`src/rtl/pipe_pkg.sv`:
```
// Shared pipeline types: stage records, forwarding select encodings, register zero.
// Latency: n/a (types and constants only).
// Backpressure: n/a.
package pipe_pkg;

    // Records are sized for the widest supported register index; narrower
    // REG_W values are zero-extended into these fields at the decode boundary.
    localparam int MAX_REG_W = 8;

    typedef logic [MAX_REG_W-1:0] reg_idx_t;

    typedef struct packed {
        logic     valid;
        reg_idx_t rs;
        reg_idx_t rt;
        reg_idx_t dest;
        logic     regwrite;
        logic     memread;
    } stage_rec_t;

    localparam logic [1:0] SEL_RF  = 2'b00;
    localparam logic [1:0] SEL_MEM = 2'b10;
    localparam logic [1:0] SEL_WB  = 2'b01;

    localparam reg_idx_t   REG_ZERO = '0;
    localparam stage_rec_t BUBBLE   = '0;

    // A stage is a usable producer only if it writes a real (non-zero) register.
    function automatic logic produces(input stage_rec_t rec, input reg_idx_t src);
        return rec.regwrite && (rec.dest != REG_ZERO) && (rec.dest == src);
    endfunction

endpackage

```
`src/rtl/fwd_sel_cmp.sv`:
```
// Forwarding select for one EX source operand from the MEM and WB stage records.
// Latency: purely combinational.
// Backpressure: none; evaluated every cycle from registered state.
module fwd_sel_cmp
    import pipe_pkg::*;
(
    input  logic       ex_valid,
    input  reg_idx_t   ex_src,
    input  stage_rec_t mem_rec,
    input  stage_rec_t wb_rec,
    output logic [1:0] sel
);

    // Only destination and regwrite matter for forwarding; the rest is carried for the pipeline.
    logic unused_fields;
    assign unused_fields = ^{mem_rec.valid, mem_rec.rs, mem_rec.rt, mem_rec.memread,
                             wb_rec.valid, wb_rec.rs, wb_rec.rt, wb_rec.memread};

    // MEM is the younger producer, so it is checked before WB.
    always_comb begin
        sel = SEL_RF;
        if (ex_valid) begin
            if (produces(mem_rec, ex_src)) begin
                sel = SEL_MEM;
            end else if (produces(wb_rec, ex_src)) begin
                sel = SEL_WB;
            end
        end
    end

endmodule

```
`src/rtl/forward_unit.sv`:
```
// EX/MEM/WB hazard tracker: operand forwarding selects and load-use stall with a stall counter.
// Latency: selects and stall are combinational from registered state; records advance each edge.
// Backpressure: stall holds decode for one cycle and injects an EX bubble; flush cancels the stall.
module forward_unit
    import pipe_pkg::*;
#(
    parameter int REG_W = 5,
    parameter int CNT_W = 16
) (
    input  logic             clk,
    input  logic             rst_n,
    input  logic             id_valid,
    input  logic [REG_W-1:0] id_rs,
    input  logic [REG_W-1:0] id_rt,
    input  logic [REG_W-1:0] id_dest,
    input  logic             id_regwrite,
    input  logic             id_memread,
    input  logic             flush,
    output logic [1:0]       fwd_a_sel,
    output logic [1:0]       fwd_b_sel,
    output logic             stall,
    output logic [CNT_W-1:0] stall_cnt
);

    stage_rec_t       ex_q, ex_d;
    stage_rec_t       mem_q, mem_d;
    stage_rec_t       wb_q, wb_d;
    logic [CNT_W-1:0] stall_cnt_q, stall_cnt_d;

    reg_idx_t id_rs_x, id_rt_x, id_dest_x;
    assign id_rs_x   = reg_idx_t'(id_rs);
    assign id_rt_x   = reg_idx_t'(id_rt);
    assign id_dest_x = reg_idx_t'(id_dest);

    // Load-use hazard: the load in EX has no data yet for the decode instruction; flush wins.
    always_comb begin
        stall = 1'b0;
        if (ex_q.valid && ex_q.memread && (ex_q.dest != REG_ZERO) && id_valid &&
            ((ex_q.dest == id_rs_x) || (ex_q.dest == id_rt_x))) begin
            stall = 1'b1;
        end
        if (flush) begin
            stall = 1'b0;
        end
    end

    // Next stage records: MEM and WB always shift; EX takes decode or a bubble.
    always_comb begin
        mem_d = ex_q;
        wb_d  = mem_q;
        ex_d  = BUBBLE;
        if (id_valid && !stall && !flush) begin
            ex_d.valid    = 1'b1;
            ex_d.rs       = id_rs_x;
            ex_d.rt       = id_rt_x;
            ex_d.dest     = id_dest_x;
            ex_d.regwrite = id_regwrite;
            ex_d.memread  = id_memread;
        end
    end

    // Stall counter saturates at all-ones.
    always_comb begin
        stall_cnt_d = stall_cnt_q;
        if (stall && (stall_cnt_q != '1)) begin
            stall_cnt_d = stall_cnt_q + CNT_W'(1);
        end
    end

    // Pipeline and counter state; reset turns every stage into a bubble.
    always_ff @(posedge clk or negedge rst_n) begin
        if (!rst_n) begin
            ex_q        <= BUBBLE;
            mem_q       <= BUBBLE;
            wb_q        <= BUBBLE;
            stall_cnt_q <= '0;
        end else begin
            ex_q        <= ex_d;
            mem_q       <= mem_d;
            wb_q        <= wb_d;
            stall_cnt_q <= stall_cnt_d;
        end
    end

    assign stall_cnt = stall_cnt_q;

    fwd_sel_cmp u_cmp_a (
        .ex_valid (ex_q.valid),
        .ex_src   (ex_q.rs),
        .mem_rec  (mem_q),
        .wb_rec   (wb_q),
        .sel      (fwd_a_sel)
    );

    fwd_sel_cmp u_cmp_b (
        .ex_valid (ex_q.valid),
        .ex_src   (ex_q.rt),
        .mem_rec  (mem_q),
        .wb_rec   (wb_q),
        .sel      (fwd_b_sel)
    );

endmodule

```
`config.mk`:
```
export PLATFORM = sky130hd
export DESIGN_NAME = forward_unit
export DESIGN_NICKNAME = d
export VERILOG_FILES = /design/src/rtl/pipe_pkg.sv /design/src/rtl/fwd_sel_cmp.sv /design/src/rtl/forward_unit.sv
export SDC_FILE = /design/constraint.sdc
export NUM_CORES = 1
export LEC_CHECK = 0
export CORE_MARGIN = 5
export CORE_UTILIZATION = 40
export DETAILED_ROUTE_END_ITERATION = 6
export HOLD_SLACK_MARGIN = 0.05
export SYNTH_ARGS = -nofsm -noshare
export SYNTH_HDL_FRONTEND = slang
export SYNTH_HIERARCHICAL = 1
export SYNTH_SLANG_ARGS = --single-unit
```
`constraint.sdc`:
```
create_clock -name clk -period 2.25 [get_ports clk]
set_input_delay 0.675 -clock clk [delete_from_list [all_inputs] [get_ports clk]]
set_output_delay 0.675 -clock clk [all_outputs]
set_load 0.05 [all_outputs]
```
==> impl_metrics.tcl, run 1 <==
set metrics [dict create \
    hold_slack_ns 0.340 \
    antenna_found_initial 0 \
    hpwlAfterDp_mm 3.71 \
    p_seq_frac 0.515 \
    fill_cells 487 \
    syn_inst 201 \
    cp_cell_sequence "nor4_4 > a2111oi_4 > buf_4 > a2111oi_4 > clkbuf_16" \
    ant_nets 0 \
    fp.dieArea_um2 7370 \
    crit_path_end_kind "output port" \
    nets 323 \
    critPathKind "flip-flop to output port" \
    final.min_clock_period_ns 2.56 \
    drv_slew 0 \
    p_int_mw 1.31 \
    cts.clk_slew.worst_paths_ns 0.08 \
    cts_tree "built" \
    fp.dieH_um 85.9 \
    track_usage 0.142 \
    setup-violations-final 5 \
    combPwrFrac 0.122 \
    swShare 0.233 \
    power_density_nw_per_um2 512 \
    worstSkewPairLatency_ns 0.29 \
    final_core_util 0.601 \
    cap_viol_max_count 0 \
    seq_area_um2 1160 \
    clock-sinks 46 \
    cts_inserted_buffers 5 \
    grt_first_pass_wirelength_mm 8.31 \
    violations "negative setup slack" \
    rows 27 \
    fp.dieW_um 85.9 \
    cpPeakStageDelay_ns 0.47 \
    slew_headroom 0.661 \
    yosysWarnings 6 \
    postSynthAreaPerCell_um2 11.5 \
    status "finished with violations" \
    rsz0062_at_grt "true" \
    fin_crit_sh 1.14 \
    portBuffers 41 \
    cts_hold_repair.buffers 0 \
    cp.arrival_ns 1.88 \
    worst_pin_slew_ns 0.508 \
    slowest_stage "dfrtp_2" \
    required_ns 1.57 \
    grt_overflow 0 \
    wl_per_cell_um 13.1 \
    max_freq_mhz 391 \
    skew_ns 0.00412 \
    switching_power_mw 0.397 \
    clockBufferDepth 2 \
    firstDrtPassIters 4 \
    vias_per_cell 4.50 \
    grt_max_degree 24 \
    crit_fanout 5 \
    h-tree-depth 2 \
    drc 0 \
    leakage_nw 1.59 \
    coreArea_um2 5540 \
    io_pins 42 \
    crit_path_frequent_cell "a2111oi_4" \
    crit_buf_inv 2 \
    globalplace.congestion 0.749 \
    fin_ws_ns -0.308 \
    dr_total_vias 1679 \
    clock_power_share 0.364 \
    drive_gt1_frac 0.262 \
    vdd_drop_max_uv 363 \
    root_buffer "clkbuf_8" \
    finalHoldViolCount 0 \
    hp-class "input port to async pin" \
    dr.first_iter.drc_count 72 \
    multi_input_area_um2 1400 \
    syn_to_final_growth_pct 44.7 \
    syn_area_um2 2300 \
    first_global_vias 1770 \
    start_kind "flip-flop" \
    drt-total-wl_mm 4.88 \
    diodes 0 \
    initial_core_util 0.416 \
    critPathTopFamily "flip-flops" \
]
-- state kept, by name, indices dropped and copies added, names as in the netlist --
register	flops
mem_q	6
stall_cnt	16
ex_q	18
wb_q	6
-- power groups by stage --
| stage | sequential, mW | combinational, mW | clock (mW) |
|---|---|---|---|
| after global routing | 0.881 | 0.233 | 0.659 |
| after CTS | 0.877 | 0.195 | 0.636 |
| final | 0.878 | 0.207 | 0.620 |
| after global placement | 0.891 | 0.191 | 0 |
| after detailed placement | 0.891 | 0.192 | 0 |
| after floorplan | 0.885 | 0.114 | 0 |
-- path summary, 6_finish.rpt --
| check | start | end | slack (ns) | cells past startpoint |
|---|---|---|---|---|
| max reg2reg | stall_cnt[0] | stall_cnt[1] | 0.22 | 6 |
| min | rst_n | ex_q[18] | 0.34 | 1 |
| max | mem_q[2] | fwd_b_sel[0] | -0.31 | 5 |
| max in group asynchronous | rst_n | mem_q[3] | 1.28 | 2 |
| min in group clk | ex_q[1] | mem_q[1] | 0.36 | 0 |
| min reg2reg | ex_q[1] | mem_q[1] | 0.36 | 0 |
-- what timing repair did --
item                       in CTS  in global routing
pin swaps                      11                 10
hold endpoints to repair        0                  0
buffers inserted                0                  4
setup endpoints to repair       8                 18
gates resized for setup        24                 30
-- cell type report --
class / instances / area share
repair buffers: 61 / 0.170
clock buffers: 6 / 0.0248
flip-flops and latches: 46 / 0.348
multi-input cells: 185 / 0.419
clock inverters: 1 / 0.00902
inverters: 2 / 0.00225
well taps: 72 / 0.0270
-- per-stage QoR --
stage               setup TNS (ns)  setup slack, ns  power, mW  instances  instance area [µm²]
floorplan                   -0.651           -0.158      0.999        236                 2490
global route                 -1.48           -0.393       1.77        373                 3330
CTS                          -1.30           -0.275       1.71        369                 3240
global placement             -8.75           -0.375       1.08        362                 3080
detailed placement           -9.07           -0.400       1.08        362                 3080
finish                       -1.05           -0.308       1.70        373                 3330
-- layout by cell type (no fill, tap or decap), types with 2 or more instances in the layout --
cell	n
nand2_1	5
inv_1	2
nor4_4	3
nor3_1	8
and2_1	18
nand4_1	7
clkdlybuf4s15_1	5
nor4_1	6
dlymetal6s2s_1	4
buf_12	3
and3_1	2
conb_1	36
clkbuf_8	6
buf_6	3
dfrtp_2	6
nand3_1	12
nor3b_1	2
nor2_1	5
a2111oi_4	3
dfrtp_1	40
nor4_2	3
buf_4	29
xnor2_1	23
xor2_1	31
nor3_2	2
clkbuf_2	5
clkdlybuf4s50_1	10
-- routing by layer --
| metal | up-vias | GRT usage | share of wire | wire [µm] |
|---|---|---|---|---|
| li1 | 863 | - | - | - |
| met1 | 787 | 0.191 | 0.46 | 2230 |
| met2 | 25 | 0.231 | 0.50 | 2450 |
| met3 | 4 | 0.0355 | 0.037 | 180 |
| met4 | 0 | 0.0331 | 0.0049 | 24 |
| met5 | - | 0 | 0 | 0 |
Note: power is estimated with default switching activity, not from simulation.
==> inputs of run 2 (changes only) <==
--- a/config.mk
+++ b/config.mk
@@ -5,6 +5,7 @@
 export SDC_FILE = /design/constraint.sdc
 export NUM_CORES = 1
 export LEC_CHECK = 0
+export CAP_MARGIN = 20
 export CORE_MARGIN = 5
 export CORE_UTILIZATION = 40
 export DETAILED_ROUTE_END_ITERATION = 6
==> constraint.sdc (replaced) <==
create_clock -name clk -period 2.8 [get_ports clk]
set_input_delay 0.84 -clock clk [delete_from_list [all_inputs] [get_ports clk]]
set_output_delay 0.84 -clock clk [all_outputs]
set_load 0.05 [all_outputs]
==> run 2 against run 1 <==
The run now ends clean. Largest power group unchanged. Wire length fell by 6.6%. Utilization fell by 3.4 points. Clock-buffer cell count did not move. Final area fell by 5.7%.
==> impl_metrics.tcl, run 2 (synthesis gave the netlist of run 1 again) <==
set metrics [dict create \
    power_density_nw_per_um2 403 \
    p_int_mw 0.953 \
    grt_overflow 0 \
    hold_path_end "mem_q[1]" \
    setup_tns_ns 0 \
    dr_total_vias 1641 \
    critPathLaunch "flush" \
    seq_area_um2 1150 \
    fp.dieArea_um2 7370 \
    fin_crit_sh 0.978 \
    largest_register_ffs 18 \
    root_buffer "clkbuf_8" \
    swShare 0.247 \
    hpwlAfterDp_mm 3.46 \
    top_register "ex_q" \
    grt_max_degree 47 \
    cap_viol_max_count 0 \
    final.min_clock_period_ns 2.74 \
    switching_power_mw 0.313 \
    drc 0 \
    globalplace.congestion 0.739 \
    cts.clk_slew.worst_paths_ns 0.08 \
    max_freq_mhz 365 \
    p_seq_frac 0.556 \
    antenna_found_initial 0 \
    hp-start "ex_q[1]" \
    ant_nets 0 \
    crit_path_end_kind "output port" \
    ff2ff_path_depth 6 \
    combPwrFrac 0.115 \
    io_pins 42 \
    clock_power_share 0.329 \
    hold_slack_ns 0.352 \
    cp.arrival_ns 1.90 \
    setup-violations-final 0 \
    fp.dieH_um 85.9 \
    final_core_util 0.567 \
    cts_setup_buffers 0 \
    wl_per_cell_um 12.6 \
    first_global_vias 1693 \
    fp.dieW_um 85.9 \
    critPathKind "input port to output port" \
    clockBufferDepth 2 \
    cts_tree "built" \
    cp_cell_sequence "clkdlybuf4s50_1 > nand4b_1 > nor3_4 > buf_6" \
    skew_ns 0.00811 \
    firstDrtPassIters 4 \
    drv_slew 0 \
    nets 310 \
    dr.first_iter.drc_count 26 \
    portBuffers 41 \
    leakage_nw 1.45 \
    crit_fanout 2 \
    slowest_stage "clkdlybuf4s50_1" \
    diodes 0 \
    timing.rr.start "stall_cnt[0]" \
    vias_per_cell 4.55 \
    coreArea_um2 5540 \
    fill_cells 508 \
    required_ns 1.96 \
    hold_depth 0 \
    cpPeakStageDelay_ns 0.41 \
    status "completed" \
    hp-class "flip-flop to flip-flop" \
    finalHoldViolCount 0 \
    cts_inserted_buffers 5 \
    rows 27 \
    syn_to_final_growth_pct 36.4 \
    worstSkewPairLatency_ns 0.30 \
    worst_pin_slew_ns 0.527 \
    rsz0062_at_grt "true" \
    reg2reg_to "stall_cnt[1]" \
    multi_input_area_um2 1310 \
    drive_gt1_frac 0.138 \
    clock-sinks 46 \
    layout_common_cells "43 x dfrtp_1, 36 x conb_1, 32 x xor2_1" \
    drt-total-wl_mm 4.56 \
    track_usage 0.137 \
    cts_hold_repair.buffers 0 \
    h-tree-depth 2 \
    initial_core_util 0.416 \
    grt_first_pass_wirelength_mm 7.89 \
    vdd_drop_max_uv 269 \
    start_kind "input port" \
    slew_headroom 0.647 \
    final_common_cell "dfrtp_1" \
    worst-r2r-setup-slack_ns 0.72 \
]
[run 2: cell count changes in the layout (fill, tap and decap cells not counted), moves of 2 or more]
cell,before,now
clkbuf_2,5,0
clkdlybuf4s50_1,10,25
dfrtp_2,6,3
nor4_4,3,0
dlygate4sd2_1,0,7
dfrtp_1,40,43
nor4_1,6,9
clkdlybuf4s15_1,5,3
buf_4,29,6
dlymetal6s2s_1,4,0
[run 2: worst max-delay path by stage]
stage / end / slack [ns]
after floorplan: stall / 0.03
after global placement: stall / -0.16
after detailed placement: stall / -0.17
after CTS: fwd_a_sel[0] / 0.003
after global routing: fwd_b_sel[0] / -0.04
final: stall / 0.06
[run 2: worst max-delay path, delay by kind of cell]
kind                   cells  cell delay [ns]
buffers and inverters      2             0.59
AND/OR/NAND/NOR            2             0.47
[run 2: cell type report]
class / count / area share
tap: 72 / 0.0287
clock buffer: 6 / 0.0263
multi-input combinational: 185 / 0.416
clock inverter: 2 / 0.00398
inverter: 2 / 0.00239
sequential: 46 / 0.368
timing repair buffer: 48 / 0.155
[run 2: timing repair]
item	4_1_cts	5_1_grt
gates cloned	0	0
pin swaps	6	6
endpoints found under the setup margin	4	5
gates resized for setup	17	6
[run 2: power groups by stage]
stage / clock [mW] / combinational (mW) / sequential (mW)
after floorplan: 0 / 0.0900 / 0.711
final: 0.417 / 0.146 / 0.703
after detailed placement: 0 / 0.148 / 0.717
after global placement: 0 / 0.148 / 0.717
after global routing: 0.462 / 0.163 / 0.707
after CTS: 0.435 / 0.145 / 0.704
[run 2: per-layer routing]
metal  global-route usage  share of wire  vias up
met5                    0              0        -
met4               0.0489          0.016        0
met3               0.0365          0.042        6
met2                0.217           0.46       31
met1                0.180           0.48      766
li1                     -              -      838
[run 2: stage by stage]
step | power, mW | cells | worst slack, ns | cell area (µm²)
final | 1.27 | 361 | 0.0617 | 3140
after CTS | 1.28 | 361 | 0.00294 | 3120
after global placement | 0.865 | 353 | -0.160 | 3030
after detailed placement | 0.865 | 353 | -0.167 | 3030
after global routing | 1.33 | 361 | -0.0363 | 3140
after floorplan | 0.801 | 236 | 0.0335 | 2480
==> inputs of run 3 (changes only) <==
--- a/config.mk
+++ b/config.mk
@@ -6,11 +6,13 @@
 export NUM_CORES = 1
 export LEC_CHECK = 0
 export CAP_MARGIN = 20
+export CELL_PAD_IN_SITES_DETAIL_PLACEMENT = 0
+export CELL_PAD_IN_SITES_GLOBAL_PLACEMENT = 2
 export CORE_MARGIN = 5
-export CORE_UTILIZATION = 40
+export CORE_UTILIZATION = 33
 export DETAILED_ROUTE_END_ITERATION = 6
 export HOLD_SLACK_MARGIN = 0.05
+export PLACE_DENSITY_LB_ADDON = 0.1
 export SYNTH_ARGS = -nofsm -noshare
 export SYNTH_HDL_FRONTEND = slang
-export SYNTH_HIERARCHICAL = 1
 export SYNTH_SLANG_ARGS = --single-unit
==> run 3 against run 2 <==
Sequential power shrank 0.7%. Die area grew 8.6%. Clock skew down 0.0022 ns. Largest power group unchanged. Critical endpoint is now fwd_b_sel[0]. Via count down 10%. The flow now finishes with violations (negative setup slack). Highest routed layer unchanged. Sequential share of layout area grew 2.6 points. Wire length shrank 2.5%.
==> impl_metrics.tcl, run 3 <==
set metrics [dict create \
    status "finished with violations" \
    violations "negative setup slack" \
    first_global_vias 1574 \
    syn_inst 176 \
    rows 29 \
    grt_first_pass_wirelength_mm 7.47 \
    vdd_drop_max_uv 202 \
    crit_path_end_kind "output port" \
    ys_seq_area_frac 0.552 \
    synth_cell_types 28 \
    setup-violations-final 2 \
    h-tree-depth 2 \
    worst_pin_slew_ns 0.650 \
    yosysMostFrequentCell "dfrtp_1" \
    io_pins 42 \
    start_kind "flip-flop" \
    fp.dieH_um 89.5 \
    dp.cells 298 \
    setup_tns_ns -0.0376 \
    cts_hold_repair.buffers 0 \
    yosys.area.top_type "dfrtp_1" \
    track_usage 0.124 \
    syn_area_um2 2080 \
    drv_slew 0 \
    diodes 0 \
    hpwlAfterDp_mm 3.40 \
    skew_ns 0.00589 \
    dr_total_vias 1477 \
    clockBufferDepth 2 \
    cts.clk_slew.worst_paths_ns 0.08 \
    power_density_nw_per_um2 438 \
    fp.dieArea_um2 8010 \
    final_common_cell "dfrtp_1" \
    globalplace.congestion 0.761 \
    fp.dieW_um 89.5 \
    firstDrtPassIters 5 \
    nets 260 \
    drt-total-wl_mm 4.45 \
    yosysWarnings 0 \
    portBuffers 41 \
    coreArea_um2 6240 \
    synthTopCellsByArea "dfrtp_1 55%, xnor2_1 13%, and2_1 6.3%" \
    synth_top_area_frac 0.552 \
    grt_overflow 0 \
    dr.first_iter.drc_count 48 \
    drive_gt1_frac 0.192 \
    placed_cell_area_um2 2700 \
    cts_inserted_buffers 5 \
    fin_cells 316 \
    final.min_clock_period_ns 2.84 \
    async_reset_ff_frac 1.00 \
    worst-r2r-setup-slack_ns 0.50 \
    cap_viol_max_count 0 \
    crit_fanout 3 \
    postSynthAreaPerCell_um2 11.8 \
    largest_register_ffs 18 \
    cts_tree "built" \
    initial_core_util 0.334 \
    fin_crit_sh 1.01 \
    cp.arrival_ns 2.00 \
    wl_per_cell_um 14.1 \
    required_ns 1.96 \
    grt_max_degree 30 \
    ys_top_cells_by_count "46 x dfrtp_1, 31 x xnor2_1, 21 x and2_1, 17 x nand3_1, 14 x xor2_1" \
    hp-class "flip-flop to flip-flop" \
    slew_headroom 0.567 \
    worstSkewPairLatency_ns 0.29 \
    critPathKind "flip-flop to output port" \
    rsz0062_at_grt "true" \
    syn_nets 198 \
    ys.flop_type "dfrtp_1" \
    ys_ff_latch 46 \
    top_register "ex_q" \
    syn_to_final_growth_pct 40.2 \
    leakage_nw 1.32 \
    finalHoldViolCount 0 \
    ant_nets 0 \
    clock-sinks 46 \
    synth-edff-count 0 \
    vias_per_cell 4.67 \
    layout_common_cells "46 x dfrtp_1, 31 x xnor2_1, 23 x clkdlybuf4s50_1" \
    root_buffer "clkbuf_8" \
    max_freq_mhz 352 \
    drc 0 \
    antenna_found_initial 0 \
    finalInstanceArea_um2 2920 \
    fin_ws_ns -0.0374 \
]
==> run 3: layout make-up <==
class                           instances  area [µm²]
Clock buffer                            8         110
Fill cell                             612        3320
Inverter                                1        3.75
Multi-Input combinational cell        126         990
Sequential cell                        46        1150
Tap cell                               77        96.3
Timing Repair Buffer                   58         572
==> run 3: what timing repair did <==
item,4_1_cts,5_1_grt
buffers inserted,4,6
resized for setup,20,4
endpoints found under the setup margin,5,5
pin swaps,11,3
gates cloned,0,0
==> run 3: per-stage QoR <==
step	setup WS, ns	power (mW)	hold slack [ns]	util
6_report	-0.0374	1.28	0.357	0.468
5_1_grt	-0.119	1.34	0.376	0.468
4_1_cts	-0.0523	1.30	0.361	0.457
3_5_place_dp	-0.158	0.828	0.345	0.432
3_3_place_gp	-0.154	0.826	0.341	0.432
2_1_floorplan	0.0254	0.764	0.331	-
==> run 3: path summary, 6_finish.rpt <==
| check | startpoint | endpoint | cells past startpoint |
|---|---|---|---|
| hold reg to reg | ex_q[1] | mem_q[1] | 0 |
| hold / removal | ex_q[1] | mem_q[1] | 0 |
| min in group asynchronous | rst_n | wb_q[3] | 1 |
| setup / recovery | mem_q[4] | fwd_b_sel[0] | 5 |
| max in group asynchronous | rst_n | stall_cnt[7] | 2 |
| setup reg to reg | ex_q[3] | stall_cnt[1] | 8 |
==> run 3: critical path, cell delays in order, from the launching register on <==
cell,delay (ns)
dfrtp_1,0.41
or4_4,0.54
o21ai_4,0.17
nor4_2,0.09
nor4_4,0.32
buf_12,0.18
==> run 3: logic make-up (layout without fill, tap and decap cells) <==
group,after synthesis,after routing,share of synthesized area
multiplexers,1,1,0.00540
AND/OR/NAND/NOR,73,73,0.202
XOR/XNOR,45,45,0.189
buffers and inverters,4,67,0.0132
adder cells (fa/ha/maj),1,1,0.00600
flip-flops,46,46,0.552
AO/OA/AOI/OAI,6,6,0.0324
==> run 3: report_power, final <==
group          switching, mW  internal [mW]  total (mW)
clock network          0.209          0.249       0.459
registers             0.0177          0.681       0.698
logic                 0.0602         0.0644       0.125
==> run 3: routing by layer <==
metal	GRT usage	routed length (µm)
met2	0.180	1990
met5	0	0
met1	0.176	2160
met4	0.0419	41
met3	0.0350	255
